==> config.mk <==
export PLATFORM = sky130hd
export DESIGN_NAME = fnn_layer_sequencer_flat
export DESIGN_NICKNAME = d
export VERILOG_FILES = /design/src/rtl/fnn_layer_sequencer_if.sv /design/src/rtl/fnn_layer_sequencer.sv /design/src/flat_wrapper.sv
export SDC_FILE = /design/constraint.sdc
export NUM_CORES = 1
export LEC_CHECK = 0
export CAP_MARGIN = 20
export CORE_MARGIN = 10
export CORE_UTILIZATION = 30
export CTS_BUF_LIST = sky130_fd_sc_hd__clkbuf_2
export DETAILED_ROUTE_END_ITERATION = 8
export GPL_TIMING_DRIVEN = 0
export PLACE_DENSITY = 0.49
export REMOVE_ABC_BUFFERS = 1
export SLEW_MARGIN = 20
export SYNTH_ARGS = -nofsm -noshare
export SYNTH_HDL_FRONTEND = slang
export SYNTH_SLANG_ARGS = --single-unit
==> constraint.sdc <==
create_clock -name clk -period 2.65 [get_ports clk]
set_input_delay 0.3975 -clock clk [delete_from_list [all_inputs] [get_ports clk]]
set_output_delay 0.3975 -clock clk [all_outputs]
set_load 0.05 [all_outputs]
==> src/rtl/fnn_layer_sequencer_if.sv <==
// Handshake bundle between the FNN layer sequencer, the input/output streams and the layer chain.
interface fnn_layer_sequencer_if #(
    parameter int SEL_W = 2
);
    logic             in_valid;
    logic             in_ready;
    logic             load_first;
    logic             layer_start;
    logic [SEL_W-1:0] layer_sel;
    logic             layer_done;
    logic             latch_out;
    logic             out_valid;
    logic             out_ready;

    modport master (
        input  in_valid,
        output in_ready,
        output load_first,
        output layer_start,
        output layer_sel,
        input  layer_done,
        output latch_out,
        output out_valid,
        input  out_ready
    );

    modport slave (
        output in_valid,
        input  in_ready,
        input  load_first,
        input  layer_start,
        input  layer_sel,
        output layer_done,
        input  latch_out,
        input  out_valid,
        output out_ready
    );
endinterface

==> src/rtl/fnn_layer_sequencer.sv <==
// Control FSM for the feed-forward datapath: loads one input vector, runs each layer in turn
// with a watchdog, feeds results back between layers and presents the final result.
module fnn_layer_sequencer #(
    parameter int LAYERS  = 3,
    parameter int TIMEOUT = 4096,
    parameter int CNT_W   = 16
) (
    input  logic                  clk,
    input  logic                  rst,
    input  logic                  abort,
    fnn_layer_sequencer_if.master bus,
    output logic                  busy,
    output logic                  err,
    output logic [CNT_W-1:0]      cycle_count
);
    localparam int SEL_W = (LAYERS > 1) ? $clog2(LAYERS) : 1;
    localparam int WD_W  = $clog2(TIMEOUT + 1);

    localparam logic [SEL_W-1:0] LAST_SEL = SEL_W'(LAYERS - 1);
    localparam logic [WD_W-1:0]  WD_LIMIT = WD_W'(TIMEOUT - 1);
    localparam logic [CNT_W-1:0] CNT_MAX  = '1;

    typedef enum logic [2:0] {
        S_IDLE,
        S_LOAD,
        S_START,
        S_WAIT,
        S_LATCH,
        S_OUTPUT,
        S_ERROR
    } state_t;

    state_t           state_q, state_d;
    logic             in_ready_q, in_ready_d;
    logic             load_first_q, load_first_d;
    logic             layer_start_q, layer_start_d;
    logic             latch_out_q, latch_out_d;
    logic             out_valid_q, out_valid_d;
    logic             busy_q, busy_d;
    logic             err_q, err_d;
    logic [SEL_W-1:0] sel_q, sel_d;
    logic [WD_W-1:0]  wd_q, wd_d;
    logic [CNT_W-1:0] cnt_q, cnt_d;

    logic             accept;
    logic             wd_expire;
    logic [CNT_W-1:0] cnt_inc;

    // in_ready_q is only ever high in IDLE, so this is the whole accept condition.
    assign accept    = bus.in_valid & in_ready_q;
    assign wd_expire = (wd_q + WD_W'(1)) == WD_LIMIT;
    assign cnt_inc   = (cnt_q == CNT_MAX) ? cnt_q : cnt_q + CNT_W'(1);

    // Outputs are computed for the state being entered, so every output comes straight off a flop.
    always_comb begin
        state_d       = state_q;
        sel_d         = sel_q;
        wd_d          = wd_q;
        cnt_d         = cnt_q;
        err_d         = err_q;
        in_ready_d    = 1'b0;
        load_first_d  = 1'b0;
        layer_start_d = 1'b0;
        latch_out_d   = 1'b0;
        out_valid_d   = 1'b0;

        if (abort) begin
            state_d    = S_IDLE;
            sel_d      = '0;
            err_d      = 1'b0;
            in_ready_d = 1'b1;
        end else begin
            case (state_q)
                S_IDLE: begin
                    if (accept) begin
                        state_d      = S_LOAD;
                        sel_d        = '0;
                        // Cleared and already counting the LOAD cycle being entered.
                        cnt_d        = CNT_W'(1);
                        load_first_d = 1'b1;
                    end else begin
                        in_ready_d = 1'b1;
                    end
                end
                S_LOAD: begin
                    state_d       = S_START;
                    layer_start_d = 1'b1;
                    cnt_d         = cnt_inc;
                end
                S_START: begin
                    state_d = S_WAIT;
                    wd_d    = '0;
                    cnt_d   = cnt_inc;
                end
                S_WAIT: begin
                    wd_d  = wd_q + WD_W'(1);
                    cnt_d = cnt_inc;
                    if (bus.layer_done) begin
                        if (sel_q == LAST_SEL) begin
                            state_d     = S_OUTPUT;
                            out_valid_d = 1'b1;
                        end else begin
                            state_d     = S_LATCH;
                            latch_out_d = 1'b1;
                        end
                    end else if (wd_expire) begin
                        state_d = S_ERROR;
                        err_d   = 1'b1;
                        cnt_d   = cnt_q;
                    end
                end
                S_LATCH: begin
                    state_d       = S_START;
                    sel_d         = sel_q + SEL_W'(1);
                    layer_start_d = 1'b1;
                    cnt_d         = cnt_inc;
                end
                S_OUTPUT: begin
                    if (bus.out_ready) begin
                        state_d = S_IDLE;
                    end else begin
                        out_valid_d = 1'b1;
                    end
                end
                S_ERROR: begin
                    state_d = S_ERROR;
                end
                default: begin
                    state_d = S_IDLE;
                end
            endcase
        end

        busy_d = (state_d != S_IDLE);
    end

    always_ff @(posedge clk) begin
        if (rst) begin
            state_q       <= S_IDLE;
            in_ready_q    <= 1'b0;
            load_first_q  <= 1'b0;
            layer_start_q <= 1'b0;
            latch_out_q   <= 1'b0;
            out_valid_q   <= 1'b0;
            busy_q        <= 1'b0;
            err_q         <= 1'b0;
            sel_q         <= '0;
            wd_q          <= '0;
            cnt_q         <= '0;
        end else begin
            state_q       <= state_d;
            in_ready_q    <= in_ready_d;
            load_first_q  <= load_first_d;
            layer_start_q <= layer_start_d;
            latch_out_q   <= latch_out_d;
            out_valid_q   <= out_valid_d;
            busy_q        <= busy_d;
            err_q         <= err_d;
            sel_q         <= sel_d;
            wd_q          <= wd_d;
            cnt_q         <= cnt_d;
        end
    end

    assign bus.in_ready    = in_ready_q;
    assign bus.load_first  = load_first_q;
    assign bus.layer_start = layer_start_q;
    assign bus.layer_sel   = sel_q;
    assign bus.latch_out   = latch_out_q;
    assign bus.out_valid   = out_valid_q;
    assign busy            = busy_q;
    assign err             = err_q;
    assign cycle_count     = cnt_q;
endmodule

==> src/flat_wrapper.sv <==
// flat-port wrapper written by rule: the top's interface ports become plain ports
module fnn_layer_sequencer_flat 
#(
    parameter int LAYERS  = 3,
    parameter int TIMEOUT = 4096,
    parameter int CNT_W   = 16
)
  (clk, rst, abort, busy, err, cycle_count, bus_in_valid, bus_in_ready, bus_load_first, bus_layer_start, bus_layer_sel, bus_layer_done, bus_latch_out, bus_out_valid, bus_out_ready);
  fnn_layer_sequencer_if #(.SEL_W(2)) bus_i ();
  input  logic clk;
  input  logic rst;
  input  logic abort;
  output logic busy;
  output logic err;
  output logic [CNT_W-1:0] cycle_count;
  input wire logic [$bits(bus_i.in_valid)-1:0] bus_in_valid;
  output wire logic [$bits(bus_i.in_ready)-1:0] bus_in_ready;
  output wire logic [$bits(bus_i.load_first)-1:0] bus_load_first;
  output wire logic [$bits(bus_i.layer_start)-1:0] bus_layer_start;
  output wire logic [$bits(bus_i.layer_sel)-1:0] bus_layer_sel;
  input wire logic [$bits(bus_i.layer_done)-1:0] bus_layer_done;
  output wire logic [$bits(bus_i.latch_out)-1:0] bus_latch_out;
  output wire logic [$bits(bus_i.out_valid)-1:0] bus_out_valid;
  input wire logic [$bits(bus_i.out_ready)-1:0] bus_out_ready;
  assign bus_i.in_valid = bus_in_valid;
  assign bus_in_ready = bus_i.in_ready;
  assign bus_load_first = bus_i.load_first;
  assign bus_layer_start = bus_i.layer_start;
  assign bus_layer_sel = bus_i.layer_sel;
  assign bus_i.layer_done = bus_layer_done;
  assign bus_latch_out = bus_i.latch_out;
  assign bus_out_valid = bus_i.out_valid;
  assign bus_i.out_ready = bus_out_ready;
  fnn_layer_sequencer #(.LAYERS(LAYERS), .TIMEOUT(TIMEOUT), .CNT_W(CNT_W)) u_core (.clk(clk), .rst(rst), .abort(abort), .bus(bus_i), .busy(busy), .err(err), .cycle_count(cycle_count));
endmodule
---- After elaboration in Yosys (flattened, before gate mapping) ----
Cells that the tools add are included.
W data, S select, Z words.
storage, ports and cells
  input bits .............................. 6
  memory bits (read-only) ................. 0
  memories kept ........................... 0
  memory bits (writable) .................. 0
  latch bits .............................. 0
  register bits ........................... 41
cells by class
  multiply operators ...................... 0
  muxes and demuxes ....................... 25
  shift operators ......................... 0
  order comparisons ....................... 0
  equality and inequality tests ........... 11
  reductions and logical operators ........ 14
  bitwise operators ....................... 5
  add/subtract/negate cells ............... 3
  div/mod/pow operators ................... 0
operators by type and width
  cell                     count
  $mux W16                 4
  $pmux W16 S3             1
  $pmux W13 S2             1
  $pmux W3 S6              1
  $add A16 B1 Y16 const B  1
  $eq A16 B16 Y1 const B   1
  $mux W3                  5
  $add A13 B1 Y13 const B  1
  $eq A13 B12 Y1 const B   1
  $mux W1                  10
  $eq A3 B3 Y1 const B     3
  $eq A3 B2 Y1 const B     2
  $reduce_bool A3 Y1       2
  $reduce_or A3 Y1         2
  $not A1 Y1               4
  $pmux W2 S2              1
  $reduce_and A2 Y1        2
  $reduce_and A4 Y1        1
  $reduce_bool A2 Y1       2
  $reduce_or A2 Y1         2
  $reduce_or A4 Y1         1
  $eq A3 B1 Y1 const B     1
  $logic_not A3 Y1         1
  $ne A3 B3 Y1 const B     1
  7 further kinds          7

---- Logic depth before layout (Yosys ltp) ----
  depth in word-level cells ............... 7
  gate-level depth with buffers ........... 9

---- Worst setup path after synthesis ----
OpenSTA, ideal clock, no wires.
  path kind ............................... flip-flop to flip-flop
  start ................................... register u_core.in_ready_q (netlist: u_core.bus.in_ready)
  end ..................................... register u_core.cnt_q[3] (netlist: u_core.cycle_count[3])
  required time ........................... 2.577 ns
  clock period less this slack ............ 2.122 ns
  stages on the path, launching flop included .. 8
  buffers on the path ..................... 1
  slack ................................... 0.528 ns
  data arrival time ....................... 2.049 ns
  cells stage by stage .................... dfxtp_1 nand2_1 a211o_1 a41o_1 a21o_1 buf_6 or3_1 a21oi_1
between the ends
  word-level cells in the longest chain between the ends .. 3
ends and longest elaborated chain
  what                                RTL line                    text
  start, declared                     fnn_layer_sequencer.sv:34   logic in_ready_q, in_ready_d;
  start signal, assigned              fnn_layer_sequencer.sv:152  in_ready_q <= in_ready_d;
  $and A1 B1 Y1                       fnn_layer_sequencer.sv:50   assign accept = bus.in_valid & in_ready_q;
  $ne A2 B1 Y1 (no source line)       -
  $reduce_and A4 Y1 (no source line)  -
  end signal, assigned                fnn_layer_sequencer.sv:161  cnt_q <= cnt_d;
  end, declared                       fnn_layer_sequencer.sv:43   logic [CNT_W-1:0] cnt_q, cnt_d;
Every way passes these cells.
A chain may end at the register's enable or synchronous reset.

---- Worst setup path in the final report ----
  start ................................... register u_core.wd_q[1]
  end ..................................... register u_core.wd_q[10]
between the ends
  word-level cells in the longest chain between the ends .. 2
ends and longest elaborated chain
  what                    RTL line                    text
  start, declared         fnn_layer_sequencer.sv:42   logic [WD_W-1:0] wd_q, wd_d;
  start signal, assigned  fnn_layer_sequencer.sv:160  wd_q <= wd_d;
  $add A13 B1 Y13         fnn_layer_sequencer.sv:96   wd_d = wd_q + WD_W'(1);
  $pmux W13 S2            fnn_layer_sequencer.sv:73   case (state_q)
Every way passes these cells.

==> results by group <==
Run status
  • Outcome: finished, final reports clean

Clock tree
  • CTS tree: yes
  • Reg clk slew, reported paths: 0.25 ns
  • Longest Clk Path Bufs: 2
  • H-tree levels: 2
  • Clock Sinks: 41
  • CTS resizes: 0
  • Clk Tree Root Cell: clkbuf_2
  • Hold_buf cts: 0
  • Postcts setup bufs: 0
  • Clk_lat worst skew: 0.40 ns
  • Num CTS Buffers: 5

Place
  • I/O Buffers: 30
  • RePlAce Congestion: 0.764
  • Inst Count DP: 385
  • Placed Area: 2500 um^2
  • DPL Wire Length: 3.89 mm

Final layout
  • Final instance area: 2580 um^2
  • FILL cells: 729
  • Most common cell after layout, fill and taps aside: dfxtp_1
  • Layout Nets: 306
  • Area grow syn2layout: 19.8%
  • Layout cell share with drive strength beyond 1: 0.0572
  • Most frequent cells in the layout: dfxtp_1, nor2_1, clkdlybuf4s50_1
  • Layout Utilization: 0.375
  • Fin cells: 393
  • Ant. Diodes: 0

Synth
  • Post-synthesis sequential area ratio: 0.382
  • Synth Cell Area: 2150 um^2
  • Number of enable flip-flop cells after synthesis: 0
  • Synth Instances: 271
  • Synth Flop Type: dfxtp_1
  • Post-synth top area cell: dfxtp_1
  • Synth warn: 0
  • Mean Syn Cell Area: 7.93 um^2
  • Synth unique cells: 54
  • Area contributors post-synth: dfxtp_1, a21oi_1, nor2_1
  • Yosys reg bits: 41
  • Ys async rst share: 0
  • Synth top area share: 0.382

Worst setup path
  • CP required: 3.00 ns
  • CP arrival: 2.70 ns
  • CP Max Fanout: 8
  • CP startpoint kind: flop
  • Setup crit end kind: flop
  • Start-to-end type of the worst setup path: flop to flop
  • Worst path max stage delay: 0.61 ns
  • Slowest CP cell: or4b_2
  • R2R depth: 6
  • Critical-path cell list: ha_1, nand3_2, nor3_1, nand2_1, or4b_2, a21oi_1

STA
  • Slew @ Worst Pin: 1.07 ns
  • FMAX: 426 MHz
  • Worst Skew: 0.0352 ns
  • Slew Viols, Final: 0
  • Relative slew margins: 0.281
  • Ratio of final minimum period to clock period: 0.885
  • Setup violations, final: 0
  • Min Tclk post-route: 2.34 ns
  • RSZ-0062 raised after global routing: false
  • Final Hold Vio Count: 0
  • Total negative slack: 0 ns

Routing
  • Routed length per instance: 13.9 um
  • DRT Pass-1 Iters: 4
  • Routed wire length: 5.47 mm
  • Starting DRC count in detailed routing: 87
  • DR vias: 2006
  • Via density: 5.10
  • Post-route ant nets: 0
  • Drt drc: 0

Power and ir drop
  • Final Total Pwr: 1.08 mW
  • Leak: 0.766 nW
  • Max IR drop VDD: 0.185 mV
  • Power Dens Cells: 421 nW/um^2

GRT
  • Gr usage total: 0.0975
  • GR Layer Usage met1: 0.129
  • Gr ovfl total: 0
  • Largest net degree at the start of global routing: 22
  • GRT met3 Usage: 0.0319
  • First-pass GRT wire length: 9.16 mm
  • Vias in the first global route: 1860
  • M2 GR Usage: 0.145
  • Initial antenna violation count: 0
  • Top Usage Layer GRT: met2

Floorplan
  • Rows: 30
  • Die W: 105 um
  • Die area: 11000 um^2
  • Top-level port count: 31
  • Die height: 105 um
  • Starting Density: 0.313
  • Core Area: 6870 um^2

Min path
  • Hold Crit Depth: 1
  • Hold WC Path Type: flop to flop

Run
  • Max Cap Violations: 0
-- Yosys cell counts, types with 6 or more instances --
cell type  number
or3_1          10
nand2b_1        6
nor2_1         32
nor3_1          9
nand2_1        23
o21ai_1         7
o21ai_0        15
inv_1           6
dfxtp_1        41
nand3_1        12
a21oi_1        27
-- registers in the layout, indices dropped and copies added (netlist names) --
name	count
u_core.err	1
u_core.bus.layer_sel	2
u_core.bus.in_ready	1
u_core.cycle_count	16
u_core.bus.load_first	1
u_core.busy	1
u_core.bus.latch_out	1
u_core.bus.layer_start	1
u_core.wd_q	13
u_core.state_q	3
u_core.bus.out_valid	1
-- final timing paths --
path                   start               to  slack (ns)
min reg2reg  u_core.wd_q[11]  u_core.wd_q[11]        0.51
max reg2reg   u_core.wd_q[1]  u_core.wd_q[10]        0.31
max           u_core.wd_q[1]  u_core.wd_q[10]        0.31
min          u_core.wd_q[11]  u_core.wd_q[11]        0.51
-- stage by stage --
stage	hold slack (ns)	worst slack (ns)
2_1_floorplan	0.443	0.430
3_3_place_gp	0.477	0.0256
3_5_place_dp	0.475	0.0541
4_1_cts	0.509	0.0167
5_1_grt	0.533	0.0413
6_report	0.510	0.305
-- per-layer routing --
layer	vias to the layer above	wire length, um
li1	1051	-
met1	919	2720
met2	32	2420
met3	4	279
met4	0	56
met5	-	0
-- worst max-delay path: cells and delay by family (launching register included) --
kind	cells	cell delay, ns
AO/OA/AOI/OAI	1	0.15
AND/OR/NAND/NOR	4	1.34
adder cells (fa/ha/maj)	1	0.33
flip-flops	1	0.50
-- cell families (layout without fill, tap and decap cells) --
family | Yosys count | after routing | synth area share
fa+ha+maj | 4 | 4 | 0.0233
buf+inv | 18 | 44 | 0.0419
compound gates | 84 | 84 | 0.252
simple gates | 121 | 121 | 0.288
flops | 41 | 41 | 0.382
mux | 1 | 1 | 0.00466
xor+xnor | 2 | 2 | 0.00815
-- layout make-up --
type	count	area, um^2	area share
multi-input combinational	212	1250	0.484
clock inverter	3	41.3	0.0160
inverter	6	22.5	0.00874
tap	96	120	0.0466
sequential	41	821	0.319
clock buffer	5	25.0	0.00971
timing repair buffer	30	300	0.117
-- report_power, final --
part	internal, mW	switching [mW]	leakage [nW]
Sequential	0.623	0.00647	0.331
Combinational	0.0287	0.0572	0.399
Clock	0.156	0.212	0.0366
Total	0.808	0.276	0.766
(Power assumes the default switching activity.)
